File: config.mk
export PLATFORM = sky130hd
export DESIGN_NAME = wb_stage
export DESIGN_NICKNAME = d
export VERILOG_FILES = /design/src/rtl/wb_stage.sv
export SDC_FILE = /design/constraint.sdc
export NUM_CORES = 1
export LEC_CHECK = 0
export CELL_PAD_IN_SITES_DETAIL_PLACEMENT = 2
export CELL_PAD_IN_SITES_GLOBAL_PLACEMENT = 2
export CORE_MARGIN = 8
export CORE_UTILIZATION = 16
export DETAILED_ROUTE_END_ITERATION = 6
export GPL_ROUTABILITY_DRIVEN = 0
export PLACE_DENSITY_LB_ADDON = 0.1
export SLEW_MARGIN = 20
export SYNTH_ARGS = -nofsm -noshare
export SYNTH_HDL_FRONTEND = slang
export SYNTH_SLANG_ARGS = --single-unit
File: constraint.sdc
create_clock -name clk -period 1.8 [get_ports clk]
set_input_delay 0.18 -clock clk [delete_from_list [all_inputs] [get_ports clk]]
set_output_delay 0.18 -clock clk [all_outputs]
set_load 0.005 [all_outputs]
File: src/rtl/wb_stage.sv
// Writeback stage: formats the integer result and drives both RF write ports.
// Double-precision FP results are written as two 32-bit halves over two cycles.
module wb_stage #(
  parameter int width = 179
) (
  input  logic             clk,
  input  logic             reset,
  input  logic [0:width-1] in,
  input  logic             fDouble,
  output logic             regWrite,
  output logic [0:4]       regDest,
  output logic [0:31]      regData,
  output logic             fpWrite,
  output logic [0:4]       fpDest,
  output logic [0:31]      fpData,
  output logic             stall,
  output logic             halted
);

  typedef enum logic {IDLE, SECOND} stateT;

  stateT state;

  logic [0:31] nextPC;
  logic [0:4]  destReg;
  logic [0:31] aluResult;
  logic [0:31] dataOut;
  logic        pcToReg;
  logic        wantRegWrite;
  logic        memToReg;
  logic        loadSign;
  logic [0:1]  dSize;
  logic        trap;
  logic [0:4]  fDestReg;
  logic [0:31] fbusHi;
  logic [0:31] fbusLo;
  logic        fpRegWrite;
  logic        mulSel;

  assign nextPC       = in[0:31];
  assign destReg      = in[32:36];
  assign aluResult    = in[37:68];
  assign dataOut      = in[69:100];
  assign pcToReg      = in[101];
  assign wantRegWrite = in[102];
  assign memToReg     = in[103];
  assign loadSign     = in[104];
  assign dSize        = in[105:106];
  assign trap         = in[107];
  assign fDestReg     = in[108:112];
  assign fbusHi       = in[113:144];
  assign fbusLo       = in[145:176];
  assign fpRegWrite   = in[177];
  assign mulSel       = in[178];

  logic [0:3]  capDest;
  logic [0:31] capLo;
  logic [0:31] loadVal;
  logic        live;
  logic        idle;

  assign live = ~reset & ~halted & ~trap;
  assign idle = (state == IDLE);

  always_comb begin
    unique case (dSize)
      2'b00:   loadVal = {{24{loadSign & dataOut[24]}},
                          dataOut[24:31]};
      2'b01:   loadVal = {{16{loadSign & dataOut[16]}},
                          dataOut[16:31]};
      default: loadVal = dataOut;
    endcase
  end

  // PCtoReg and MemToReg may both be set; the chain encodes precedence
  always_comb begin
    if (pcToReg)       regData = nextPC;
    else if (mulSel)   regData = fbusLo;
    else if (memToReg) regData = loadVal;
    else               regData = aluResult;
  end

  assign regDest  = destReg;
  assign regWrite = idle & live & wantRegWrite
                  & (destReg != 5'd0);

  always_comb begin
    fpWrite = 1'b0;
    fpDest  = fDestReg;
    fpData  = fbusLo;
    stall   = 1'b0;
    if (!idle && !reset) begin
      fpWrite = ~halted & ~trap;
      fpDest  = {capDest, 1'b1};
      fpData  = capLo;
    end else if (fpRegWrite) begin
      fpWrite = live;
      if (fDouble) begin
        fpDest = {fDestReg[0:3], 1'b0};
        fpData = fbusHi;
        stall  = live;
      end
    end
  end

  always_ff @(posedge clk) begin
    if (reset) begin
      state   <= IDLE;
      halted  <= 1'b0;
      capDest <= '0;
      capLo   <= '0;
    end else begin
      if (idle && trap) halted <= 1'b1;
      unique case (state)
        IDLE: begin
          if (stall) begin
            state   <= SECOND;
            capDest <= fDestReg[0:3];
            capLo   <= fbusLo;
          end
        end
        SECOND: state <= IDLE;
      endcase
    end
  end

endmodule

==> results.json <==
{
  "hold_viol": 0,
  "worst-path-max-fanout": 18,
  "yosys.area.top_type_share": 0.2296,
  "clock.fmax_ghz": 0.5210,
  "start_kind": "flip-flop",
  "cts_buffer_depth": 2,
  "path_class": "reg -> out",
  "wl_per_cell_um": 21.53,
  "synth_area_um2": 3313,
  "clock-sinks": 38,
  "layout.nets": 957,
  "first_global_vias": 5767,
  "worst_skew_pair.late_latency_ns": 0.29,
  "p_int_uw": 2331,
  "die_h_um": 159.9,
  "synth_ff_type": "dfxtp_1",
  "root_buffer": "clkbuf_16",
  "ys.warnings.count": 0,
  "firstDrtPassIters": 4,
  "h-tree-depth": 2,
  "finalCritPeriodShare": 1.066,
  "worstMarginPinSlew_ns": 0.4604,
  "leakagePower_uw": 0.002780,
  "ys_async_sr_fraction": 0,
  "drt-initial-drc-count": 79,
  "yosysMostFrequentCell": "nand2_1",
  "worstPathRequired_ns": 1.62,
  "rsz0062_at_grt": "true",
  "yosys-top-cells-area": "dfxtp_1 23%, mux2i_1 12%, o21ai_0 12%",
  "p_seq_frac": 0.264,
  "die_x_um": 159.9,
  "status": "finished, violations left",
  "switchingPower_uw": 956.8,
  "ir_drop_uv": 316.0,
  "clkTransAtPathRegs_ns": 0.06,
  "syn2layout_area_growth_pct": 115.5,
  "dieArea_um2": 25570,
  "synth_cell_types": 30,
  "ioPinCount": 260,
  "dp_hpwl_mm": 16.70,
  "violations": "setup timing",
  "finClkSkew_ns": 0.008261,
  "cap_violations": 0,
  "powerDensity_nw_per_um2": 460.5,
  "diodes": 0,
  "period_needed_ns": 1.919,
  "finalWirelength_mm": 22.52,
  "tns_ns": -0.2143,
  "vias": 4887,
  "ys_top_cells_by_count": "84 x nand2_1, 78 x o21ai_0, 40 x mux2i_1",
  "fin_util": 0.3518,
  "syn_avg_cell_area_um2": 6.946,
  "cts_hold_buf": 0,
  "drive_above_1_share": 0.2204,
  "fp.coreArea_um2": 20300,
  "num_rows": 52,
  "grt_use_total": 0.1691,
  "synth-edff-count": 0,
  "final_max_slew_viol_count": 0,
  "cts_tree": "yes",
  "synth.ff_latch_count": 38,
  "io_buffers": 259,
  "combPwrFrac": 0.429,
  "grt_pass1_wl_mm": 34.33,
  "start_util": 0.1632,
  "clockPowerShare": 0.307,
  "antenna_found_initial": 1,
  "drc_errors": 0,
  "power_uw": 3288,
  "gr-total-overflow": 0,
  "ant_nets": 0,
  "grt_max_degree": 38,
  "finalSetupViolCount": 2,
  "synth_top_area_cell": "dfxtp_1",
  "end_kind": "primary output",
  "synth_seq_area_share": 0.2296,
  "p_sw_frac": 0.2910,
  "syn-num-nets": 659,
  "synthCells": 477,
  "fin_ws_ns": -0.1195,
  "numCtsBuffers": 5,
  "relSlewSlack": 0.6931,
  "viasPerCell": 4.672,
  "cp.arrival_ns": 1.74,
  "hold_path.class": "in -> reg"
}
-- sequential cells by signal, summed over array words and instances (netlist names) --
register and count:
state 1, halted 1, capLo 32, capDest 4
-- layout make-up --
class	count	area [um2]
clock inverter	3	40.04
sequential	38	762.0
tap	270	337.8
clock buffer	5	125.1
multi-input combinational	380	2450
timing repair buffer	346	3406
inverter	4	20.02
fill	2315	13160
-- kinds of logic after synthesis --
kind of cell | synth area share
AND/OR/NAND/NOR | 0.1949
AO/OA/AOI/OAI | 0.3244
flip-flops | 0.2296
multiplexers | 0.1650
buffers and inverters | 0.08610
-- cell usage in the layout, fill, tap and decap left out, drive strengths merged, types with 10 or more instances in the layout --
cell type,netlist,layout
nand3,36,36
a21oi,37,37
clkbuf,28,13
o21ai,98,98
o221ai,19,19
dfxtp,38,38
nand2,84,84
mux2i,40,40
nor2,10,10
buf,28,105
clkdlybuf4s50,0,176
mux2,13,14
dlygate4sd2,0,42
a221oi,21,21
clkdlybuf4s15,0,10
-- metal layers --
metal	wire, um	up-vias	global-route usage	part of all wire
met1	9449	2335	0.1934	0.42
met2	10950	177	0.3000	0.49
met5	13	-	0	0.00058
met3	1944	16	0.06530	0.086
met4	161	2	0.02209	0.0072
li1	-	2357	-	-
-- per-stage QoR --
| step | worst slack (ns) | instances | hold slack [ns] | instance area [um2] |
|---|---|---|---|---|
| after floorplan | 0.3372 | 477 | 0.3247 | 3313 |
| after global placement | -0.5250 | 999 | 0.4583 | 6459 |
| after detailed placement | -0.5889 | 999 | 0.4742 | 6459 |
| after CTS | -0.1985 | 1045 | 0.4058 | 7092 |
| after global routing | -0.2204 | 1046 | 0.4135 | 7141 |
| final | -0.1195 | 1046 | 0.3982 | 7141 |
-- critical path, stage by stage, from the launching register on --
cell and delay (ns):
dfxtp_2 0.33, nor2b_4 0.22, buf_8 0.19, nand2_1 0.09
o21ai_1 0.09, clkdlybuf4s50_1 0.52
-- what timing repair did --
| action | CTS | global route |
|---|---|---|
| resized for setup | 200 | 38 |
| pin swaps | 13 | 4 |
| cloned | 4 | 1 |
| buffers inserted | 34 | 3 |
| endpoints found under the setup margin | 72 | 91 |
-- power by group through the flow --
stage / clock (uW) / sequential, uW / combinational, uW
4_1_cts: 1050 / 866 / 1420
2_1_floorplan: 0 / 883 / 421
5_1_grt: 1090 / 868 / 1530
3_5_place_dp: 0 / 885 / 1370
6_report: 1010 / 867 / 1410
3_3_place_gp: 0 / 884 / 1350
-- worst paths after layout --
path | slack [ns] | cells after the start | start | to
max | -0.12 | 5 | state | fpData[12]
min | 0.40 | 3 | reset | halted
max reg2reg | 0.11 | 5 | state | capDest[1]
min reg2reg | 0.48 | 2 | capLo[26] | capLo[26]
No activity file was read; power rests on OpenSTA's default activity.
